--- config.mk ---
export PLATFORM = sky130hd
export DESIGN_NAME = dot_accumulator_flat
export DESIGN_NICKNAME = d
export VERILOG_FILES = /design/src/rtl/dot_accumulator_if.sv /design/src/rtl/dot_accumulator.sv /design/src/flat_wrapper.sv
export SDC_FILE = /design/constraint.sdc
export NUM_CORES = 1
export LEC_CHECK = 0
export ABC_AREA = 1
export CORE_ASPECT_RATIO = 1.5
export CORE_MARGIN = 3
export CORE_UTILIZATION = 54
export CTS_BUF_LIST = sky130_fd_sc_hd__clkbuf_16
export DETAILED_ROUTE_END_ITERATION = 8
export PLACE_DENSITY = 0.79
export SYNTH_ARGS = -nofsm -noshare
export SYNTH_HDL_FRONTEND = slang
export SYNTH_SLANG_ARGS = --single-unit
--- constraint.sdc ---
create_clock -name clk -period 2.3 [get_ports clk]
set_input_delay 0.575 -clock clk [delete_from_list [all_inputs] [get_ports clk]]
set_output_delay 0.575 -clock clk [all_outputs]
set_load 0.005 [all_outputs]
--- src/rtl/dot_accumulator_if.sv ---
// rtl/dot_accumulator_if.sv - Product-stream, result and control signals of the dot-product accumulator
interface dot_accumulator_if #(
  parameter int DATA_W = 8,
  parameter int LEN_W  = 3
);

  // Control from the matrix sequencer
  logic              start;
  logic [LEN_W-1:0]  len;
  logic              busy;

  // Product stream from the multiplier
  logic              in_valid;
  logic              in_ready;
  logic [DATA_W-1:0] in_prod;
  logic              in_ovf;

  // Result stream to writeback
  logic              out_valid;
  logic              out_ready;
  logic [DATA_W-1:0] out_sum;
  logic              out_ovf;

  // Sequencer / multiplier / writeback side
  modport master (
    output start, len, in_valid, in_prod, in_ovf, out_ready,
    input  in_ready, out_valid, out_sum, out_ovf, busy
  );

  // Accumulator side
  modport slave (
    input  start, len, in_valid, in_prod, in_ovf, out_ready,
    output in_ready, out_valid, out_sum, out_ovf, busy
  );

endinterface

--- src/rtl/dot_accumulator.sv ---
// rtl/dot_accumulator.sv - Accumulates a run-time count of signed products into one 8-bit result (option: ACC_SATURATE_EN)
module dot_accumulator #(
  parameter int DATA_W = 8,
  parameter int DIM    = 5,
  parameter int LEN_W  = 3,
  parameter int ACC_W  = 12
) (
  input  logic            clk,
  input  logic            rst,
  dot_accumulator_if.slave bus
);

  typedef enum logic [1:0] {
    S_IDLE = 2'd0,
    S_ACC  = 2'd1,
    S_DONE = 2'd2
  } state_t;

  // Signed bounds of the DATA_W-bit result, held at accumulator width
  localparam logic signed [ACC_W-1:0] SUM_MAX = ACC_W'((1 << (DATA_W - 1)) - 1);
  localparam logic signed [ACC_W-1:0] SUM_MIN = ~SUM_MAX;
  localparam logic [LEN_W-1:0]        DIM_L   = LEN_W'(DIM);

  state_t                   state_q, state_d;
  logic signed [ACC_W-1:0]  acc_q, acc_d;
  logic [LEN_W-1:0]         cnt_q, cnt_d;
  logic [LEN_W-1:0]         len_q, len_d;
  logic                     sticky_q, sticky_d;
  logic [DATA_W-1:0]        sum_q, sum_d;
  logic                     ovf_q, ovf_d;

  logic [LEN_W-1:0]         len_eff;
  logic signed [ACC_W-1:0]  prod_ext;
  logic signed [ACC_W-1:0]  acc_add;
  logic [LEN_W-1:0]         cnt_inc;
  logic                     rng_hi;
  logic                     rng_lo;
  logic [DATA_W-1:0]        res_sum;
  logic                     load;

  // Requests longer than the matrix dimension are clamped to DIM
  assign len_eff  = (bus.len > DIM_L) ? DIM_L : bus.len;

  // Sign-extend the incoming product and form the candidate running sum
  assign prod_ext = {{(ACC_W - DATA_W){bus.in_prod[DATA_W-1]}}, bus.in_prod};
  assign acc_add  = acc_q + prod_ext;
  assign cnt_inc  = cnt_q + LEN_W'(1);

  // Range check of the sum including the beat being accepted
  assign rng_hi   = (acc_add > SUM_MAX);
  assign rng_lo   = (acc_add < SUM_MIN);

`ifdef ACC_SATURATE_EN
  // Clamp out-of-range sums to the nearest representable value
  assign res_sum  = rng_hi ? {1'b0, {(DATA_W - 1){1'b1}}} :
                    rng_lo ? {1'b1, {(DATA_W - 1){1'b0}}} :
                             acc_add[DATA_W-1:0];
`else
  // Two's-complement wrap: keep the low DATA_W bits
  assign res_sum  = acc_add[DATA_W-1:0];
`endif

  // A new dot product may start from IDLE, or straight from DONE as the
  // current result is consumed (back-to-back, skipping IDLE)
  assign load = bus.start &&
                ((state_q == S_IDLE) || ((state_q == S_DONE) && bus.out_ready));

  // Next-state and datapath next values
  always_comb begin
    state_d  = state_q;
    acc_d    = acc_q;
    cnt_d    = cnt_q;
    len_d    = len_q;
    sticky_d = sticky_q;
    sum_d    = sum_q;
    ovf_d    = ovf_q;

    case (state_q)
      S_IDLE: begin
        // Only 'load' can leave IDLE; handled below
      end
      S_ACC: begin
        if (bus.in_valid) begin
          acc_d    = acc_add;
          sticky_d = sticky_q | bus.in_ovf;
          cnt_d    = cnt_inc;
          if (cnt_inc == len_q) begin
            state_d = S_DONE;
            sum_d   = res_sum;
            ovf_d   = sticky_q | bus.in_ovf | rng_hi | rng_lo;
          end
        end
      end
      S_DONE: begin
        if (bus.out_ready) begin
          state_d = S_IDLE;
        end
      end
      default: begin
        state_d = S_IDLE;
      end
    endcase

    if (load) begin
      len_d    = len_eff;
      acc_d    = '0;
      cnt_d    = '0;
      sticky_d = 1'b0;
      if (len_eff == '0) begin
        // Empty dot product: result is an immediate zero without overflow
        state_d = S_DONE;
        sum_d   = '0;
        ovf_d   = 1'b0;
      end else begin
        state_d = S_ACC;
      end
    end
  end

  // State register; async reset abandons any partial sum
  always_ff @(posedge clk or negedge rst) begin
    if (!rst) begin
      state_q <= S_IDLE;
    end else begin
      state_q <= state_d;
    end
  end

  // Accumulator, counters and the held result
  always_ff @(posedge clk or negedge rst) begin
    if (!rst) begin
      acc_q    <= '0;
      cnt_q    <= '0;
      len_q    <= '0;
      sticky_q <= 1'b0;
      sum_q    <= '0;
      ovf_q    <= 1'b0;
    end else begin
      acc_q    <= acc_d;
      cnt_q    <= cnt_d;
      len_q    <= len_d;
      sticky_q <= sticky_d;
      sum_q    <= sum_d;
      ovf_q    <= ovf_d;
    end
  end

  // Handshakes are decoded from state only; the result comes from registers
  assign bus.in_ready  = (state_q == S_ACC);
  assign bus.out_valid = (state_q == S_DONE);
  assign bus.busy      = (state_q != S_IDLE);
  assign bus.out_sum   = sum_q;
  assign bus.out_ovf   = ovf_q;

endmodule

--- src/flat_wrapper.sv ---
// flat-port wrapper written by rule: the top's interface ports become plain ports
module dot_accumulator_flat 
#(
  parameter int DATA_W = 8,
  parameter int DIM    = 5,
  parameter int LEN_W  = 3,
  parameter int ACC_W  = 12
)
  (clk, rst, bus_start, bus_len, bus_in_valid, bus_in_prod, bus_in_ovf, bus_out_ready, bus_in_ready, bus_out_valid, bus_out_sum, bus_out_ovf, bus_busy);
  dot_accumulator_if #(.DATA_W(DATA_W), .LEN_W(LEN_W)) bus_i ();
  input  logic clk;
  input  logic rst;
  input wire logic [$bits(bus_i.start)-1:0] bus_start;
  input wire logic [$bits(bus_i.len)-1:0] bus_len;
  input wire logic [$bits(bus_i.in_valid)-1:0] bus_in_valid;
  input wire logic [$bits(bus_i.in_prod)-1:0] bus_in_prod;
  input wire logic [$bits(bus_i.in_ovf)-1:0] bus_in_ovf;
  input wire logic [$bits(bus_i.out_ready)-1:0] bus_out_ready;
  output wire logic [$bits(bus_i.in_ready)-1:0] bus_in_ready;
  output wire logic [$bits(bus_i.out_valid)-1:0] bus_out_valid;
  output wire logic [$bits(bus_i.out_sum)-1:0] bus_out_sum;
  output wire logic [$bits(bus_i.out_ovf)-1:0] bus_out_ovf;
  output wire logic [$bits(bus_i.busy)-1:0] bus_busy;
  assign bus_i.start = bus_start;
  assign bus_i.len = bus_len;
  assign bus_i.in_valid = bus_in_valid;
  assign bus_i.in_prod = bus_in_prod;
  assign bus_i.in_ovf = bus_in_ovf;
  assign bus_i.out_ready = bus_out_ready;
  assign bus_in_ready = bus_i.in_ready;
  assign bus_out_valid = bus_i.out_valid;
  assign bus_out_sum = bus_i.out_sum;
  assign bus_out_ovf = bus_i.out_ovf;
  assign bus_busy = bus_i.busy;
  dot_accumulator #(.DATA_W(DATA_W), .DIM(DIM), .LEN_W(LEN_W), .ACC_W(ACC_W)) u_core (.clk(clk), .rst(rst), .bus(bus_i));
endmodule
==> impl_metrics.toml <==
[route]
drt-pass1-iter-count = 4
wl_per_cell_um = 14.10
wl_um = 5232
via_count = 2011
drt_iter0_markers = 72
route.detailed.drc = 0
avgViaCountPerCell = 5.420
ant_nets = 0

[floorplanning]
die_x_um = 55.90
core_region_area_um2 = 3513
dieArea_um2 = 4520
start_util = 0.5741
rows = 26
die_h_um = 80.85
pin_count = 29

[power]
power.switching_mw = 1.449
swShare = 0.4140
leakagePower_nw = 1.403
clock_power_share = 0.171
p_int_mw = 2.051
powerDensity_nw_per_um2 = 1275
vdd_drop_max_mv = 1.039
p_seq_frac = 0.259
finalPower_mw = 3.500
combPwrFrac = 0.570

[placed_design]
hpwl_um = 3944
place_ws_ps = -301.0
post_dp_cell_area_um2 = 2487
dp_cells = 362
gp_congestion = 0.8770
io_buffers = 28

[synth]
syn_nets = 304
ys_seq_area_frac = 0.3722
netlist_area_um2 = 2017
synthCells = 274
yosysTopAreaCell = "dfrtp_1"
yosysWarnings = 0
synth_seq_cells = 30
avgSynthCellArea_um2 = 7.361
synth_top_area_share = 0.3722
synth_area_leaders = "dfrtp_1 37%, nand2_1 16%, ha_1 7.4%, inv_1 5.8%, nor2_1 5.0%"
synth_cell_types = 26

[finish]
mostFrequentLayoutCells = "81 x nand2_1, 32 x inv_1, 30 x dfrtp_1, 26 x clkdlybuf4s50_1, 24 x nor2_1"
stdcell_count = 371
layout-drive-gt1-share = 0.1824
synthToLayoutAreaGrowth_pct = 36.17
antennaDiodeCount = 0
final_common_cell = "nand2_1"
nFillCells = 248
fin_util = 0.7817
fin_nets = 358
fin_area_um2 = 2746

[sta]
setup_viol = 0
fin_tns_setup_ps = 0
whs_ps = 496.3
finalCriticalPeriod_ps = 2239
maxSlewHeadroom = 0.7528
worst_slew_pin_slew_ps = 370.8
hold_violations = 0
timing.final.crit_share = 0.9733
fin_ws_ps = 61.40
slew_viol_final = 0
fin_skew_ps = 4.892
max_freq_mhz = 446.7

[clock_tree]
root_buffer = "clkbuf_16"
clkTransAtPathRegs_ps = 50
cts_sinks = 30
htreeDepth = 2
tritoncts = "built"
cts_buffers = 5
postCtsHoldBufs = 0
clk_path_buf_depth = 2
insertion_delay_ps = 270

[grt]
antenna_found_initial = 0
grt_pass1_wl_um = 8914
overflow = 0
grt_pass1_vias = 2013
grt_max_degree = 31
track_usage = 0.2523

[setup_path]
crit_type = "in -> reg"
worstPathArrival_ps = 2390
rrSetupSlack_ps = 350
cp-start-kind = "primary input"
cp_data_required_time_ps = 2450
worst_setup_path_end_kind = "flip-flop"
crit_fanout = 4

[min_path]
hp-class = "reg -> reg"

[status]
status = "completed"

[flow_run]
cap_violations = 0
==> state kept, by name, summed over array words and instances, names as in the netlist <==
| name | count |
|---|---|
| u_core.sticky_q | 1 |
| u_core.state_q | 2 |
| u_core.bus.out_sum | 8 |
| u_core.acc_q | 12 |
| u_core.bus.out_ovf | 1 |
| u_core.len_q | 3 |
| u_core.cnt_q | 3 |
==> worst paths after layout <==
kind	from	endpoint	depth (start not counted)
setup / recovery	bus_in_prod[3]	u_core.bus.out_ovf$_DFF_PN0_	13
hold / removal	u_core.acc_q[3]$_DFFE_PN0P_	u_core.acc_q[3]$_DFFE_PN0P_	1
setup reg to reg	u_core.cnt_q[0]$_DFFE_PN0P_	u_core.bus.out_ovf$_DFF_PN0_	7
hold reg to reg	u_core.acc_q[3]$_DFFE_PN0P_	u_core.acc_q[3]$_DFFE_PN0P_	1
max in group asynchronous	rst	u_core.sticky_q$_DFFE_PN0P_	2
min in group asynchronous	rst	u_core.bus.out_sum[2]$_DFF_PN0_	2
==> power by group through the flow <==
stage	clock network (mW)	registers (mW)	logic (mW)
2_1_floorplan	0	0.867	1.14
3_3_place_gp	0	0.887	1.79
3_5_place_dp	0	0.899	1.83
4_1_cts	0.611	0.893	1.88
5_1_grt	0.635	0.926	2.24
6_report	0.598	0.907	2.00
==> final cells by class <==
class | instances | area [um2] | area share
inverter | 33 | 125.1 | 0.04556
clock inverter | 3 | 12.51 | 0.004556
multi-input combinational | 207 | 1222 | 0.4451
sequential | 30 | 750.7 | 0.2733
tap | 42 | 52.55 | 0.01913
clock buffer | 5 | 125.1 | 0.04556
timing repair buffer | 51 | 457.9 | 0.1667
==> worst max-delay path: stages <==
cell and delay (ps):
clkdlybuf4s50_1 420, ha_1 360, nand2_2 100, nor2_4 150, nand3_1 150, nand2_1 120, nand2_1 50, nand2_1 100
nand2_1 60, nor2_1 100, nand2_1 70, nand2_1 80, a21oi_2 50
==> cells in the mapped netlist, drive strengths merged <==
master and instances:
a211oi 2, a21oi 15, a32o 7, buf 3, clkbuf 1, clkinv 1, dfrtp 30, fa 1
ha 12, inv 32, nand2 86, nand3 15, nand4 6, nor2 27, nor3 2, o21ai 23
or2 2, xnor2 4, xor2 5
==> logic make-up after synthesis <==
| logic type | share of synthesized area |
|---|---|
| xor+xnor | 0.03908 |
| compound gates | 0.1489 |
| buf+inv | 0.07567 |
| fa+ha+maj | 0.08437 |
| flops | 0.3722 |
| simple gates | 0.2798 |
==> timing repair <==
item / CTS / global route
endpoints found under the setup margin: 1 / 4
buffers inserted: 0 / 1
pin swaps: 0 / 13
resized for setup: 3 / 23
==> routing by layer <==
metal / track usage / part of all wire / up-vias
met5: 0 / 0 / -
met3: 0.03498 / 0.033 / 19
li1: - / - / 1009
met2: 0.4822 / 0.54 / 48
met1: 0.2655 / 0.39 / 935
met4: 0.1354 / 0.038 / 0
No activity file was read; power rests on OpenSTA's default activity.
==> variant: new RTL, config.mk and constraints unchanged <==
`LEN_W` is set to 3 in 3 places; all go to 6.
--- a/src/rtl/dot_accumulator_if.sv
+++ b/src/rtl/dot_accumulator_if.sv
@@ -2,5 +2,5 @@
 interface dot_accumulator_if #(
   parameter int DATA_W = 8,
-  parameter int LEN_W  = 3
+  parameter int LEN_W  = 6
 );
 
--- a/src/rtl/dot_accumulator.sv
+++ b/src/rtl/dot_accumulator.sv
@@ -3,5 +3,5 @@
   parameter int DATA_W = 8,
   parameter int DIM    = 5,
-  parameter int LEN_W  = 3,
+  parameter int LEN_W  = 6,
   parameter int ACC_W  = 12
 ) (
--- a/src/flat_wrapper.sv
+++ b/src/flat_wrapper.sv
@@ -4,5 +4,5 @@
   parameter int DATA_W = 8,
   parameter int DIM    = 5,
-  parameter int LEN_W  = 3,
+  parameter int LEN_W  = 6,
   parameter int ACC_W  = 12
 )
Ports: changed (resized bus_len); port bits go from 29 to 32. The function was not compared with the original's and may differ.
==> variant against the original RTL <==
Die area up 21%; area after synthesis up 23%; sequential cell count up 6; power up 12%; critical path depth unchanged; routed wire length up 25%; first-iteration DRC count up 92%; clock power up 6.2%; setup slack worse by 0.00061 ns; maximum frequency about the same; design area up 19%; sequential share of layout area up 0.21 points; critical endpoint unchanged; largest power group unchanged.
==> variant: results (changes against the original RTL) <==
* Outcome: complete, no violations (unchanged)
* Nets at 442 (was 358)
* HPWL after detailed placement at 4800 um (was 3944 um)
* Sequential fraction of the synthesis area at 36.38% (was 37.22%)
* Top cells by area, synth: dfrtp_1 (36%), nand2_1 (18%), inv_1 (7.6%) (was dfrtp_1 (37%), nand2_1 (16%), ha_1 (7.4%))
* Final Skew at 0.006782 ns (was 0.004892 ns)
* Drt total wl at 6536 um (was 5232 um)
* Share of cells above drive strength 1 at 20.73% (was 18.24%)
* Delay of the slowest critical-path stage at 0.46 ns (was 0.42 ns)
* Crit-path slowest cell: clkdlybuf4s50_1 (unchanged)
* Most flop-heavy register: u_core.acc_q (unchanged)
* Gpl congestion at 0.8985 (was 0.8770)
* Root buffer cell: clkbuf_16 (unchanged)
* Max Fanout on Critical Path at 4 (unchanged)
* Kind of cell with the highest combined delay on the critical path: simple AND/OR/NAND/NOR gates (unchanged)
* Largest net degree at the start of global routing at 37 (was 31)
* Clock slew at reported path FFs at 0.05 ns (about the same)
* Syn nets at 382 (was 304)
* DR iter-0 viols at 138 (was 72)
* Input/output buffers at 31 (was 28)
* Worst hold path class: register to register (unchanged)
* Ys flop type: dfrtp_1 (unchanged)
* Ant diodes at 0 (unchanged)
* Critical Path AT at 2.40 ns
* Finished Layout Cells at 456 (was 371)
* VDD IR max at 752.8 uV (was 1039 uV)
* Placed Instances at 447 (was 362)
* Syn Area/Cell at 7.095 um^2 (was 7.361 um^2)
* Clock Path Buffers at 2 (unchanged)
* H-tree levels at 2 (unchanged)
* Top cells by count, synth: nand2_1 (116), inv_1 (50), dfrtp_1 (36) (was nand2_1 (86), inv_1 (31), dfrtp_1 (30))
* First-pass GRT wire length at 10430 um (was 8914 um)
* Worst-skew pair later-pin latency at 0.28 ns
* Netlist cell types at 32 (was 26)
* Leak at 0.001694 uW (was 0.001403 uW)
* Post-synth ARST share at 100.0% (unchanged)
* Via count at 2444 (was 2011)
* Initial antenna violation count at 0 (unchanged)
* Final setup viols at 0 (unchanged)
* Total Routing Usage GR at 25.97% (was 25.23%)
* Worst Max-Slew Pin Slew at 0.4593 ns (was 0.3708 ns)
-- variant: area by class of cell --
class | count | area, um^2
flip-flops and latches | 36 | 902.1
inverters | 57 | 227.7
well taps | 46 | 57.56
clock buffers | 5 | 125.1
multi-input cells | 252 | 1438
fillers | 320 | 1042
clock inverters | 3 | 15.01
repair buffers | 57 | 510.5
-- variant: worst min-delay path, delay by kind of cell (launching register included) --
kind	cells	cell delay, ns
DFF	1	0.36
and+or+nand+nor	1	0.05
AOI/OAI and AO/OA	1	0.06
-- variant: cell families after synthesis --
logic type / Yosys count / synth area share (%)
AO/OA/AOI/OAI: 42 / 10.71
XOR/XNOR: 8 / 2.830
adder cells (fa/ha/maj): 13 / 6.872
buffers and inverters: 61 / 10.21
flip-flops: 36 / 36.38
AND/OR/NAND/NOR: 189 / 33.00
-- variant: stage by stage --
step	setup slack, ns	utilization, %	area, um^2
6_report	0.06079	75.86	3276
3_3_place_gp	-0.2520	69.63	3007
4_1_cts	0.004091	72.94	3149
3_5_place_dp	-0.2798	69.63	3007
2_1_floorplan	0.2813	-	2476
5_1_grt	-0.08842	75.86	3276
-- variant: power by group --
group | internal, uW | total (uW) | switching, uW
Sequential | 842 | 1020 | 180
Clock | 393 | 635 | 242
Combinational | 1050 | 2260 | 1220
Total | 2280 | 3920 | 1640
-- variant: worst paths after layout --
check                                             from                         endpoint  slack [ns]  cells after the start
min                        u_core.len_q[2]$_DFFE_PN0P_      u_core.len_q[2]$_DFFE_PN0P_        0.52                      2
max in group asynchronous                          rst      u_core.cnt_q[0]$_DFFE_PN0P_        1.24                      2
min reg2reg                u_core.len_q[2]$_DFFE_PN0P_      u_core.len_q[2]$_DFFE_PN0P_        0.52                      2
max reg2reg                u_core.cnt_q[0]$_DFFE_PN0P_  u_core.bus.out_sum[0]$_DFF_PN0_        0.25                     13
min in group asynchronous                          rst      u_core.acc_q[0]$_DFFE_PN0P_        0.72                      2
max                                     bus_in_prod[4]     u_core.bus.out_ovf$_DFF_PN0_        0.06                     13
-- variant: metal layers --
metal | share of wire (%) | vias to the layer above | global-route usage, % | routed length, um
met4 | 2.9 | 0 | 13.41 | 188
met3 | 2.5 | 15 | 3.902 | 165
met2 | 56 | 52 | 47.21 | 3648
li1 | - | 1221 | - | -
met1 | 39 | 1156 | 27.96 | 2534
met5 | 0 | - | 0 | 0
-- variant: repair_timing --
item,4_1_cts,5_1_grt
setup endpoints to repair,1,5
resized for setup,1,21
buffers inserted,0,1
pin swaps,0,9
gates cloned,0,0
hold buffers,0,0
